## src/rtl/matrix_loader_pkg.sv

```systemverilog
// Shared types and sizing helpers for matrix_operand_loader.
// Holds the loader FSM states, the element-counter width function and the run-length width.
package matrix_loader_pkg;

    typedef enum logic [1:0] {
        LOAD_X = 2'd0,
        LOAD_Y = 2'd1,
        RUN    = 2'd2
    } state_t;

    localparam int RUN_CYC_W = 16;

    // Counter must hold every index of the larger matrix plus the cleared value.
    function automatic int cnt_width(input int nx, input int ny);
        int m;
        m = (nx > ny) ? nx : ny;
        return $clog2(m + 1);
    endfunction

endpackage

```

## src/rtl/matrix_operand_loader.sv

```systemverilog
// Packs a streamed X/Y element frame into flat operand buses, then holds start until done.
// Optional LOADER_CLEAR_ON_DONE_EN zeroes X/Y when the array reports done.
module matrix_operand_loader
    import matrix_loader_pkg::*;
#(
    parameter int BITWIDTH  = 8,
    parameter int X_ROW     = 3,
    parameter int XCOL_YROW = 3,
    parameter int Y_COL     = 3
) (
    input  logic                                  sys_clk,
    input  logic                                  sys_rst,
    input  logic                                  s_valid,
    output logic                                  s_ready,
    input  logic [BITWIDTH-1:0]                   s_data,
    input  logic                                  s_last,
    output logic                                  start,
    input  logic                                  done,
    output logic [BITWIDTH*X_ROW*XCOL_YROW-1:0]   X,
    output logic [BITWIDTH*XCOL_YROW*Y_COL-1:0]   Y,
    output logic                                  busy,
    output logic                                  err_len,
    output logic [RUN_CYC_W-1:0]                  run_cycles
);

    localparam int NX    = X_ROW * XCOL_YROW;
    localparam int NY    = XCOL_YROW * Y_COL;
    localparam int CNT_W = cnt_width(NX, NY);
    localparam logic [CNT_W-1:0] LAST_X = CNT_W'(NX - 1);
    localparam logic [CNT_W-1:0] LAST_Y = CNT_W'(NY - 1);

    state_t                  state_q, state_d;
    logic [CNT_W-1:0]        cnt_q, cnt_d;
    logic                    start_q, start_d;
    logic                    ready_q, ready_d;
    logic                    err_q, err_d;
    logic [RUN_CYC_W-1:0]    rc_q;
    logic [BITWIDTH*NX-1:0]  x_q;
    logic [BITWIDTH*NY-1:0]  y_q;
    logic                    acc, wr_x, wr_y, clr_on_done;

    function automatic logic [RUN_CYC_W-1:0] sat_inc(input logic [RUN_CYC_W-1:0] v);
        return (v == '1) ? v : v + RUN_CYC_W'(1);
    endfunction

    assign acc  = s_valid && ready_q;
    // An s_last beat that ends the frame early writes nothing.
    assign wr_x = (state_q == LOAD_X) && acc && !s_last;
    assign wr_y = (state_q == LOAD_Y) && acc && ((cnt_q == LAST_Y) || !s_last);

`ifdef LOADER_CLEAR_ON_DONE_EN
    assign clr_on_done = (state_q == RUN) && done;
`else
    assign clr_on_done = 1'b0;
`endif

    // State register; start/s_ready are registered so no input reaches them combinationally.
    always_ff @(posedge sys_clk or posedge sys_rst) begin
        if (sys_rst) begin
            state_q <= LOAD_X;
            cnt_q   <= '0;
            start_q <= 1'b0;
            ready_q <= 1'b0;
            err_q   <= 1'b0;
            rc_q    <= '0;
        end else begin
            state_q <= state_d;
            cnt_q   <= cnt_d;
            start_q <= start_d;
            ready_q <= ready_d;
            err_q   <= err_d;
            if (state_q == RUN)
                rc_q <= sat_inc(rc_q);
            else if (state_d == RUN)
                rc_q <= '0;
        end
    end

    // Next-state logic
    always_comb begin
        state_d = state_q;
        cnt_d   = cnt_q;
        err_d   = 1'b0;
        case (state_q)
            LOAD_X: begin
                if (acc) begin
                    if (s_last) begin
                        err_d = 1'b1;
                        cnt_d = '0;
                    end else if (cnt_q == LAST_X) begin
                        cnt_d   = '0;
                        state_d = LOAD_Y;
                    end else begin
                        cnt_d = cnt_q + CNT_W'(1);
                    end
                end
            end
            LOAD_Y: begin
                if (acc) begin
                    if (cnt_q == LAST_Y) begin
                        // The count defines the frame; a missing s_last is flagged but still runs.
                        err_d   = !s_last;
                        cnt_d   = '0;
                        state_d = RUN;
                    end else if (s_last) begin
                        err_d   = 1'b1;
                        cnt_d   = '0;
                        state_d = LOAD_X;
                    end else begin
                        cnt_d = cnt_q + CNT_W'(1);
                    end
                end
            end
            RUN: begin
                if (done)
                    state_d = LOAD_X;
            end
            default: begin
                state_d = LOAD_X;
                cnt_d   = '0;
            end
        endcase
    end

    // Output logic (next values of the registered handshake outputs)
    always_comb begin
        start_d = (state_d == RUN);
        ready_d = (state_d != RUN);
    end

    // Element k of an N-element matrix lands at bits [BITWIDTH*(N-k)-1 -: BITWIDTH].
    always_ff @(posedge sys_clk or posedge sys_rst) begin
        if (sys_rst) begin
            x_q <= '0;
            y_q <= '0;
        end else if (clr_on_done) begin
            x_q <= '0;
            y_q <= '0;
        end else begin
            for (int k = 0; k < NX; k++)
                if (wr_x && (cnt_q == CNT_W'(k)))
                    x_q[BITWIDTH*(NX-k)-1 -: BITWIDTH] <= s_data;
            for (int k = 0; k < NY; k++)
                if (wr_y && (cnt_q == CNT_W'(k)))
                    y_q[BITWIDTH*(NY-k)-1 -: BITWIDTH] <= s_data;
        end
    end

    assign s_ready    = ready_q;
    assign start      = start_q;
    assign err_len    = err_q;
    assign run_cycles = rc_q;
    assign X          = x_q;
    assign Y          = y_q;
    assign busy       = (state_q != LOAD_X) || (cnt_q != '0);

endmodule

```

## config.mk

```make
export PLATFORM = sky130hd
export DESIGN_NAME = matrix_operand_loader
export DESIGN_NICKNAME = d
export VERILOG_FILES = /design/src/rtl/matrix_loader_pkg.sv /design/src/rtl/matrix_operand_loader.sv
export SDC_FILE = /design/constraint.sdc
export NUM_CORES = 1
export LEC_CHECK = 0
export BUFFER_PORTS_ARGS = -buffer_cell sky130_fd_sc_hd__buf_2
export CORE_UTILIZATION = 45
export CTS_CLUSTER_DIAMETER = 40
export CTS_CLUSTER_SIZE = 8
export DETAILED_ROUTE_END_ITERATION = 7
export MAX_ROUTING_LAYER = met4
export PLACE_DENSITY_LB_ADDON = 0.2
export SYNTH_ARGS = -nofsm -noshare
export SYNTH_HDL_FRONTEND = slang
export SYNTH_SLANG_ARGS = --single-unit
export TNS_END_PERCENT = 10
```

## constraint.sdc

```tcl
create_clock -name sys_clk -period 5.4 [get_ports sys_clk]
set_input_delay 1.08 -clock sys_clk [delete_from_list [all_inputs] [get_ports sys_clk]]
set_output_delay 1.08 -clock sys_clk [all_outputs]
set_load 0.005 [all_outputs]
```

Yosys cells after proc, flatten, opt, wreduce, memory -nomap -nowiden:

Index checks and enable logic that the tools add are counted.

* bits in registers: 169

* add/subtract/negate cells: 2
* eq/ne operators: 16
* multiplexer cells: 23
* bitwise gates (word level): 1
* reduce and logical (&&, ||, !) cells: 33

Operators with widths (count)
* two-way mux 16 bit: 3
* two-way mux 4 bit: 6
* logical AND 1 bit: 23
* adder 16 x 1 -> 16 bit (second input constant): 1
* equality test 16 bit (second input constant): 1
* equality test 4 x 3 -> 1 bit (second input constant): 4
* two-way mux 2 bit: 7
* case mux 4 bit (3 select lines): 1
* equality test 4 x 2 -> 1 bit (second input constant): 2
* inequality test 2 bit (second input constant): 4
* case mux 2 bit (3 select lines): 1
* adder 4 x 1 -> 4 bit (second input constant): 1
* equality test 2 bit (second input constant): 2
* equality test 4 x 1 -> 1 bit (second input constant): 1
* equality test 4 bit (second input constant): 1
* zero test 4 bit: 1
* two-way mux 1 bit: 4
* nonzero test 2 bit: 2
* nonzero test 4 bit: 1
* AND reduction 3 bit: 1
* equality test 2 x 1 -> 1 bit (second input constant): 1
* zero test 2 bit: 1
* logical OR 1 bit: 2
* case mux 1 bit (2 select lines): 1
* 3 further kinds: 3

Longest topological paths before layout:

Gate-level depths: netlist of run 1.

* word-level depth: 8
* mapped depth: 10
* mapped depth without buffers: 8

Least setup slack after synthesis of run 1:

OpenSTA, ideal clock, no wires.

* kind: register -> register
* start: register cnt_q[0]
* end: register y_q[40], in the netlist Y[40]
* setup time: 0.125 ns
* data arrival time: 2.289 ns
* data required time: 5.275 ns
* path slack: 2.986 ns
* stages on the path, launching flop included: 11
* path buffers: 2
* period minus slack after synthesis: 2.414 ns
* cells stage by stage: dfrtp_1 inv_1 ha_1 and3b_1 buf_2 inv_1 ha_1 nor4_1 and2_1 buf_2 mux2_2

* word-level cells in the longest chain between the ends: 4

Ends and longest elaborated chain
* start: declaration: line matrix_operand_loader.sv:33 `logic [CNT_W-1:0] cnt_q, cnt_d;`
* start signal: assignment: line matrix_operand_loader.sv:68 `cnt_q <= cnt_d;`
* equality test 4 bit: line matrix_operand_loader.sv:49 `assign wr_y = (state_q == LOAD_Y) && acc && ((cnt_q == LAST_Y) || !s_last);`
* logical OR 1 bit: line matrix_operand_loader.sv:49
* logical AND 1 bit: line matrix_operand_loader.sv:49
* logical AND 1 bit *: line matrix_operand_loader.sv:144 `if (wr_y && (cnt_q == CNT_W'(k)))`
* end signal: indexed assignment: line matrix_operand_loader.sv:145 `y_q[BITWIDTH*(NY-k)-1 -: BITWIDTH] <= s_data;`
* end: declaration: line matrix_operand_loader.sv:39 `logic [BITWIDTH*NY-1:0] y_q;`

Every way passes the cells marked *; elsewhere a longest branch is shown, timed or not.
A chain may end at the register's enable or synchronous reset.

Worst setup path in the final report of run 1:

* start: register cnt_q[0]
* end: register y_q[48], in the netlist Y[48]

The elaborated chain is that of the path after synthesis.

==> results of run 1 <==
[Yosys cell counts (3+ instances only)]
master	n
ha_1	6
o31ai_1	3
nand2b_1	5
nor4_1	5
dfrtp_1	169
inv_1	11
nand3_1	9
a21oi_1	6
nor2_1	7
nand2_1	23
o21ai_0	6
a211oi_1	4
buf_2	10
and2_1	8
mux2i_1	7
clkbuf_1	13
nor3_1	3
or3_1	3
mux2_2	144
[power groups by stage]
stage               combinational [uW]  sequential (uW)  clock (uW)
CTS                                400             1490        1100
finish                             392             1480        1080
global route                       433             1500        1150
global placement                   392             1490           0
floorplan                          175             1510           0
detailed placement                 398             1500           0
[area by class of cell]
cell class / count / area [um^2]
Clock buffer: 22 / 464
Clock inverter: 8 / 50.0
Fill cell: 1227 / 6280
Inverter: 11 / 45.0
Multi-Input combinational cell: 275 / 2490
Sequential cell: 169 / 4230
Tap cell: 184 / 230
Timing Repair Buffer: 178 / 908
[routing by layer]
metal	wire length (um)	vias to the layer above	global-route usage	share of wire
met1	6970	2363	0.284	0.43
li1	-	2057	-	-
met2	8100	145	0.361	0.49
met5	0	-	-	0
met4	316	0	0.0839	0.019
met3	980	26	0.0616	0.060
[worst min-delay path by stage]
stage / endpoint
finish: X[22]
global route: X[22]
CTS: X[6]
detailed placement: X[31]
global placement: X[31]
floorplan: state_q[0]
[kinds of logic (layout without fill, tap and decap cells)]
logic type / Yosys count / count (layout) / synth area share
compound gates: 34 / 34 / 0.0352
xor+xnor: 2 / 2 / 0.00255
mux: 152 / 152 / 0.248
fa+ha+maj: 6 / 6 / 0.0109
buf+inv: 35 / 219 / 0.0211
simple gates: 81 / 81 / 0.0667
flops: 169 / 169 / 0.616
[worst reg2reg max path, stage by stage (launching register included)]
cell,delay [ns]
dfrtp_1,0.41
inv_1,0.12
ha_1,0.30
and3b_1,0.39
inv_1,0.15
ha_1,0.25
nor4_1,0.44
and2_1,0.43
mux2_2,0.39
[metrics by stage]
step                cells  area, um^2  hold slack (ns)
floorplan             479        6870            0.485
global placement      817        7910            0.477
detailed placement    817        7910            0.484
CTS                   847        8420            0.502
global route          847        8420            0.512
finish                847        8420            0.497
[state kept, by name, summed over array words and instances (netlist names)]
signal,cells
Y,72
err_len,1
run_cycles,16
cnt_q,4
state_q,2
X,72
start,1
s_ready,1
==> qor.txt, run 1 <==
largest net degree at the start of global routing: 93
die area: 15800 um^2
Register-to-Register Path Depth: 8
Power Density: 351 nW/um^2
Cell variety after synth: 47
height of the die: 126 um
Post-synth EDFFs: 0
Critical path buffers and inverters: 2
hold path startpoint: X[22]
Power Internal: 2220 uW
final wirelength: 16400 um
clock period minus final worst setup slack: 2.99 ns
starting DRC count in detailed routing: 160
fraction of registers with async set/reset: 1.00
post-synthesis register bit count: 169
1st-pass router iterations: 6
CP required: 5.70 ns
Antenna Cells: 0
outcome: finished, violations left
RR Endpoint: Y[48]
chip width: 126 um
crit path cell chain: inv_1 > ha_1 > and3b_1 > inv_1 > ha_1 > nor4_1 > and2_1 > mux2_2
Tcrit/Tclk final: 0.553
peak supply drop: 0.000231 V
synthesized area: 6870 um^2
Ys Warns: 0
CP max stage delay: 0.44 ns
DRC violations left: 6
most frequent cells in the layout: buf_2 (176), dfrtp_1 (169), mux2_2 (144), nand2_1 (23), clkbuf_16 (17)
slew at the pin closest to its max-slew limit: 0.840 ns
Final Hold Viols: 0
# rows: 44
combinational power share: 0.133
Critical Setup Path Class: register to register
Critical Path Fanout Max: 8
maxcap violations: 0
Initial Util: 0.467
Hold Crit Depth: 1
post-DR wirelength/cell: 19.3 um
CP top delay family: simple AND/OR/NAND/NOR gates
PostCTS Resize Cnt: 0
layout cell share with drive strength beyond 1: 0.540
I/O pin cnt: 177
Port Buf Inserts: 176
syn_nets: 498
R2R Setup Slk: 2.41 ns
Max Root-Sink Buffers: 2
commonest non-fill, non-tap cell in the layout: buf_2
utilization after layout: 0.573
Synth top area share: 0.616
CTS H-tree lvls: 4
CTS tree: yes
largest area contributor in the netlist: dfrtp_1
Area Overhead vs Synth: 22.6%
max-slew violations: 0
Setup Total Neg Slack: 0 ns
clock power share: 0.364
dpl hpwl: 11300 um
vias per cell: 5.42
largest cells by area after synthesis: dfrtp_1 (62%), mux2_2 (24%), nand2_1 (1.3%)
first-pass GRT wire length: 26500 um
# Post-CTS Setup Buffers: 0
CP max stage cell: nor4_1
post-placement setup slack: 2.45 ns
CTS Buf Count: 17
switching power share of the total: 0.249
P_sw: 734 uW
final setup skew: 0.00618 ns
Routed Antenna Nets: 0
clk slew on worst S/H paths: 0.06 ns
Seq/Total Area, Yosys: 0.616
Crit Reg-Reg Startpoint: cnt_q[0]
Hold WC Path Type: register to register
gr ovfl total: 0
Cells after Synth: 479
CP Data Arrival Time: 3.29 ns
Core ar.: 14700 um^2
static leakage: 0.00448 uW
GRT Overall Usage: 0.229
via count: 4591
CTS Root Cell: clkbuf_16
CP Capture Point: Y[48]
Worst-Skew Late Latency: 0.43 ns
crit start category: register
CTS sink count: 169
critical path launch point: cnt_q[0]
Post-Syn Area per Cell: 14.3 um^2
# setup viols final: 0
# hold bufs at CTS: 0
violated checks: DRC
GP Congestion: 0.843
Peak Freq: 335 MHz
cell count along the critical path: 8
post-route setup slack: 2.41 ns
Reg power frac: 0.503
initial antenna violation count: 0
slew margin rel.: 0.439
Pwr Total: 2950 uW
CP Capture Type: register
Most used DFF post-synth: dfrtp_1
RSZ-0062 raised after global routing: no
Layout Nets: 671
vias in the first global route: 4809
(Power assumes the default switching activity.)
==> inputs of run 2 (changes only) <==
--- a/config.mk
+++ b/config.mk
@@ -5,6 +5,7 @@
 export SDC_FILE = /design/constraint.sdc
 export NUM_CORES = 1
 export LEC_CHECK = 0
+export ABC_AREA = 1
 export BUFFER_PORTS_ARGS = -buffer_cell sky130_fd_sc_hd__buf_2
 export CORE_UTILIZATION = 45
 export CTS_CLUSTER_DIAMETER = 40
==> constraint.sdc (replaced) <==
create_clock -name sys_clk -period 3.1 [get_ports sys_clk]
set_input_delay 0.62 -clock sys_clk [delete_from_list [all_inputs] [get_ports sys_clk]]
set_output_delay 0.62 -clock sys_clk [all_outputs]
set_load 0.005 [all_outputs]
==> run 2 against run 1 <==
Largest cell class unchanged. The flow now finishes without violations. Utilization grew 1.2 points. Highest routed layer unchanged. Non-clock buffer count is the same. Flip-flop and latch count is the same. Final cell count grew 24%. Critical path depth is the same. First-iteration DRC count grew 140%. Setup slack lost 1.7 ns. Combinational power grew 68%. Synthesized area shrank 4.2%.
==> qor.txt, run 2 <==
Final Hold Viols: 0
commonest non-fill, non-tap cell in the layout: nand2_1
Post-synth EDFFs: 0
height of the die: 123 um
Critical Setup Path Class: register to register
die area: 15100 um^2
CP required: 3.37 ns
vias per cell: 5.17
post-DR wirelength/cell: 16.2 um
Initial Util: 0.467
initial antenna violation count: 0
# Post-CTS Setup Buffers: 0
largest net degree at the start of global routing: 86
Setup Total Neg Slack: 0 ns
RSZ-0062 raised after global routing: no
Cells after Synth: 691
slew margin rel.: 0.418
post-synthesis register bit count: 169
I/O pin cnt: 177
gr ovfl total: 0
# hold bufs at CTS: 0
Antenna Cells: 0
Seq/Total Area, Yosys: 0.643
static leakage: 0.00431 uW
Register-to-Register Path Depth: 8
Area Overhead vs Synth: 25.2%
met1 GRT Util: 0.316
DRC violations left: 0
Pwr Total: 5440 uW
syn_nets: 710
# rows: 43
Port Buf Inserts: 176
CP top delay family: simple AND/OR/NAND/NOR gates
Post-synth top cells: nand2_1 (216), dfrtp_1 (169), o21ai_0 (161), inv_1 (34), nor2_1 (31)
max-slew violations: 0
Synth top area share: 0.643
M2 GR Usage: 0.368
post-route setup slack: 0.760 ns
Peak Freq: 427 MHz
Routed Antenna Nets: 0
CTS Root Cell: clkbuf_16
1st-pass router iterations: 5
final setup skew: 0.0112 ns
Tcrit/Tclk final: 0.755
clk slew on worst S/H paths: 0.06 ns
post-placement setup slack: 0.760 ns
grt peak-use layer: met2
met3 Use GR: 0.0637
CTS tree: yes
Ys Warns: 0
GP Congestion: 0.881
Core ar.: 14100 um^2
CP Capture Type: register
crit path cell chain: inv_1 > ha_1 > nand3_1 > ha_1 > nor2_2 > nand2_1 > nand2_1 > o21ai_0
Most used DFF post-synth: dfrtp_1
GRT Overall Usage: 0.242
Layout Nets: 879
Power Density: 660 nW/um^2
vias in the first global route: 5052
CP max stage cell: dfrtp_1
fraction of registers with async set/reset: 1.00
Worst-Skew Late Latency: 0.43 ns
first-pass GRT wire length: 26400 um
clock period minus final worst setup slack: 2.34 ns
final wirelength: 17100 um
via count: 5444
dpl hpwl: 11700 um
Max Root-Sink Buffers: 2
maxcap violations: 0
largest cells by area after synthesis: dfrtp_1 (64%), nand2_1 (12%), o21ai_0 (12%)
CP max stage delay: 0.42 ns
layout cell share with drive strength beyond 1: 0.250
cell count along the critical path: 8
starting DRC count in detailed routing: 388
CP Data Arrival Time: 2.61 ns
most frequent cells in the layout: nand2_1 (216), buf_2 (176), dfrtp_1 (169), o21ai_0 (161), inv_1 (33)
utilization after layout: 0.585
CTS H-tree lvls: 4
CTS sink count: 169
synthesized area: 6580 um^2
outcome: finished clean
slew at the pin closest to its max-slew limit: 0.872 ns
most common cell in the netlist: nand2_1
CTS Buf Count: 17
Critical path buffers and inverters: 1
Cell variety after synth: 24
largest area contributor in the netlist: dfrtp_1
Post-Syn Area per Cell: 9.52 um^2
peak supply drop: 0.000336 V
PostCTS Resize Cnt: 0
# setup viols final: 0
crit start category: register
Critical Path Fanout Max: 16
Hold WC Path Type: primary input to asynchronous set/reset pin
chip width: 123 um
-- run 2: cell types whose count changed after synthesis, sizes merged, moves of 7 or more --
cell,before,now
nand3,9,16
buf,10,1
nor2,7,34
and2,8,0
mux2,145,0
clkbuf,14,27
inv,11,35
o21ai,6,163
mux2i,7,0
nand2,23,216
xor2,0,8
-- run 2: per-stage QoR --
step                instance area (um^2)  hold WS [ns]  instances
floorplan                           6590         0.476        691
global placement                    7620         0.460       1021
detailed placement                  7620         0.467       1021
CTS                                 8240         0.254       1053
global route                        8240         0.270       1053
finish                              8240         0.248       1053
-- run 2: worst reg2reg max path: stages, from the launching register on --
cell and delay [ns]:
dfrtp_1 0.42, inv_1 0.13, ha_1 0.19, nand3_1 0.19, ha_1 0.25, nor2_2 0.35
nand2_1 0.39, nand2_1 0.16, o21ai_0 0.10
-- run 2: power breakdown --
group,switching [uW],leakage (uW),total [uW],internal [uW]
Combinational,372,0.00172,658,286
Sequential,158,0.00228,2610,2450
Clock,858,0.000307,2180,1320
-- run 2: path summary, 6_finish.rpt --
check / from / end / slack (ns)
setup / recovery: cnt_q[0] / Y[53] / 0.76
hold / removal: sys_rst / X[11] / 0.25
setup reg to reg: cnt_q[0] / Y[53] / 0.76
hold reg to reg: Y[22] / Y[22] / 0.48
max in group asynchronous: sys_rst / Y[49] / 2.05
min in group sys_clk: done / start / 0.42
-- run 2: cell families (layout without fill, tap and decap cells) --
group | Yosys count | count (layout) | synth area share
simple gates | 274 | 274 | 0.166
compound gates | 170 | 170 | 0.131
buf+inv | 63 | 245 | 0.0365
flops | 169 | 169 | 0.643
fa+ha+maj | 6 | 6 | 0.0114
xor+xnor | 9 | 9 | 0.0120
-- run 2: area by class of cell --
| cell class | instances | area, um^2 |
|---|---|---|
| Clock buffer | 23 | 508 |
| Tap cell | 180 | 225 |
| Multi-Input combinational cell | 459 | 2110 |
| Fill cell | 1258 | 5850 |
| Timing Repair Buffer | 178 | 921 |
| Inverter | 35 | 135 |
| Clock inverter | 9 | 111 |
| Sequential cell | 169 | 4230 |
-- run 2: per-layer routing --
metal | up-vias | routed length, um
met5 | - | 0
met4 | 0 | 171
met3 | 15 | 1160
met2 | 192 | 8180
met1 | 2642 | 7600
li1 | 2595 | -
==> inputs of run 3 (changes only) <==
==> constraint.sdc (replaced) <==
create_clock -name sys_clk -period 2.4 [get_ports sys_clk]
set_input_delay 0.48 -clock sys_clk [delete_from_list [all_inputs] [get_ports sys_clk]]
set_output_delay 0.48 -clock sys_clk [all_outputs]
set_load 0.005 [all_outputs]
==> run 3 against run 2 <==
Critical path depth down 2. Worst hold slack worse by 0.087 ns. Sequential power up 29%. Non-clock buffer count up 5. Via count down 0.20%. Design area up 0.91%. Clock skew up 0.0031 ns. Critical endpoint is now busy. Largest power group unchanged. Highest routed layer unchanged.
==> qor.txt, run 3 (same netlist as run 2, synthesis figures left out) <==
fillers: 1244
CTS tree: yes
clock period minus final worst setup slack: 2.24 ns
Port Buf Inserts: 176
layout cell share with drive strength beyond 1: 0.262
Final Non-Filler Cells: 1058
crit path cell chain: inv_1 > ha_1 > inv_1 > nor2_1 > nand2_1 > buf_2
CP required: 1.92 ns
GP Congestion: 0.900
chip width: 123 um
Hold WC Path Type: primary input to asynchronous set/reset pin
Power Density: 861 nW/um^2
gr ovfl total: 0
1st-pass router iterations: 5
Routed Antenna Nets: 0
Initial Util: 0.467
Setup Total Neg Slack: 0 ns
GRT Overall Usage: 0.250
starting DRC count in detailed routing: 397
Max Root-Sink Buffers: 2
# setup viols final: 0
hold_ws: 0.161 ns
CTS sink count: 169
RR Endpoint: Y[40]
Antenna Cells: 0
CP Data Arrival Time: 1.76 ns
slew at the pin closest to its max-slew limit: 0.807 ns
crit start category: register
Inst Count DP: 1026
post-placement setup slack: 0.0763 ns
clk slew on worst S/H paths: 0.06 ns
height of the die: 123 um
Crit Reg-Reg Startpoint: cnt_q[0]
CTS Root Cell: clkbuf_16
Area Overhead vs Synth: 26.4%
maxcap violations: 0
final wirelength: 17300 um
Core ar.: 14100 um^2
CP max stage delay: 0.42 ns
DRC violations left: 0
R2R Setup Slk: 0.26 ns
Critical Setup Path Class: register to output port
CTS Buf Count: 17
slew margin rel.: 0.461
largest net degree at the start of global routing: 95
CP Capture Point: busy
Final Hold Viols: 0
most frequent cells in the layout: nand2_1 (208), buf_2 (176), dfrtp_1 (169), o21ai_0 (161), inv_1 (33)
post-route setup slack: 0.160 ns
outcome: finished clean
dpl hpwl: 11700 um
Register Area: 4230 um^2
via count: 5433
vias per cell: 5.14
vias in the first global route: 5229
CP Capture Type: output port
# rows: 43
most frequent CP cell: inv_1
final setup skew: 0.0143 ns
max-slew violations: 0
initial antenna violation count: 0
commonest non-fill, non-tap cell in the layout: nand2_1
critical path launch point: cnt_q[0]
RSZ-0062 raised after global routing: no
die area: 15100 um^2
Worst-Skew Late Latency: 0.43 ns
Critical Path Fanout Max: 4
Layout Nets: 884
post-DR wirelength/cell: 16.4 um
I/O pin cnt: 177
Tcrit/Tclk final: 0.933
Peak Freq: 446 MHz
first-pass GRT wire length: 27400 um
peak supply drop: 0.000433 V
Register-to-Register Path Depth: 8
static leakage: 0.00434 uW
Multi-input gate area: 2140 um^2
CP max stage cell: dfrtp_1
CTS H-tree lvls: 4
## run 3: report_power, final
| part | internal, uW | switching, uW |
|---|---|---|
| logic | 374 | 484 |
| clock network | 1780 | 1160 |
| registers | 3160 | 204 |
| total | 5320 | 1850 |
## run 3: how the worst min path moves through the flow
stage / to / slack (ns) / cells past startpoint
global route: X[49] / 0.20 / 3
finish: X[49] / 0.16 / 3
CTS: X[10] / 0.17 / 3
floorplan: X[0] / 0.48 / 2
global placement: X[11] / 0.46 / 2
detailed placement: Y[20] / 0.47 / 2
## run 3: metrics by stage
step	cell area (um^2)	total power (uW)	util
after CTS	8290	7230	0.588
after floorplan	6590	3780	-
after global placement	7660	4230	0.543
after detailed placement	7660	4280	0.543
after global routing	8320	7500	0.590
final	8320	7160	0.590
## run 3: critical path, delay by kind of cell, from the launching register on
family / cells / cell delay (ns)
flops: 1 / 0.42
fa+ha+maj: 1 / 0.19
simple gates: 2 / 0.39
buf+inv: 3 / 0.34
## run 3: final cells by class
type	instances	area share
Clock buffer	19	0.0533
Clock inverter	13	0.0227
Sequential cell	169	0.509
Tap cell	180	0.0271
Multi-Input combinational cell	459	0.257
Inverter	35	0.0162
Timing Repair Buffer	183	0.115
## run 3: what timing repair did
item                                    4_1_cts  5_1_grt
hold buffers                                  0        0
gates resized for setup                       0        9
setup buffers                                 0        0
endpoints found under the setup margin        0       64
## run 3: layer usage
layer	wire length, um	vias to the layer above	track usage
met5	0	-	-
met4	363	0	0.0953
met3	1050	29	0.0554
met2	8200	182	0.387
met1	7690	2615	0.324
li1	-	2607	-
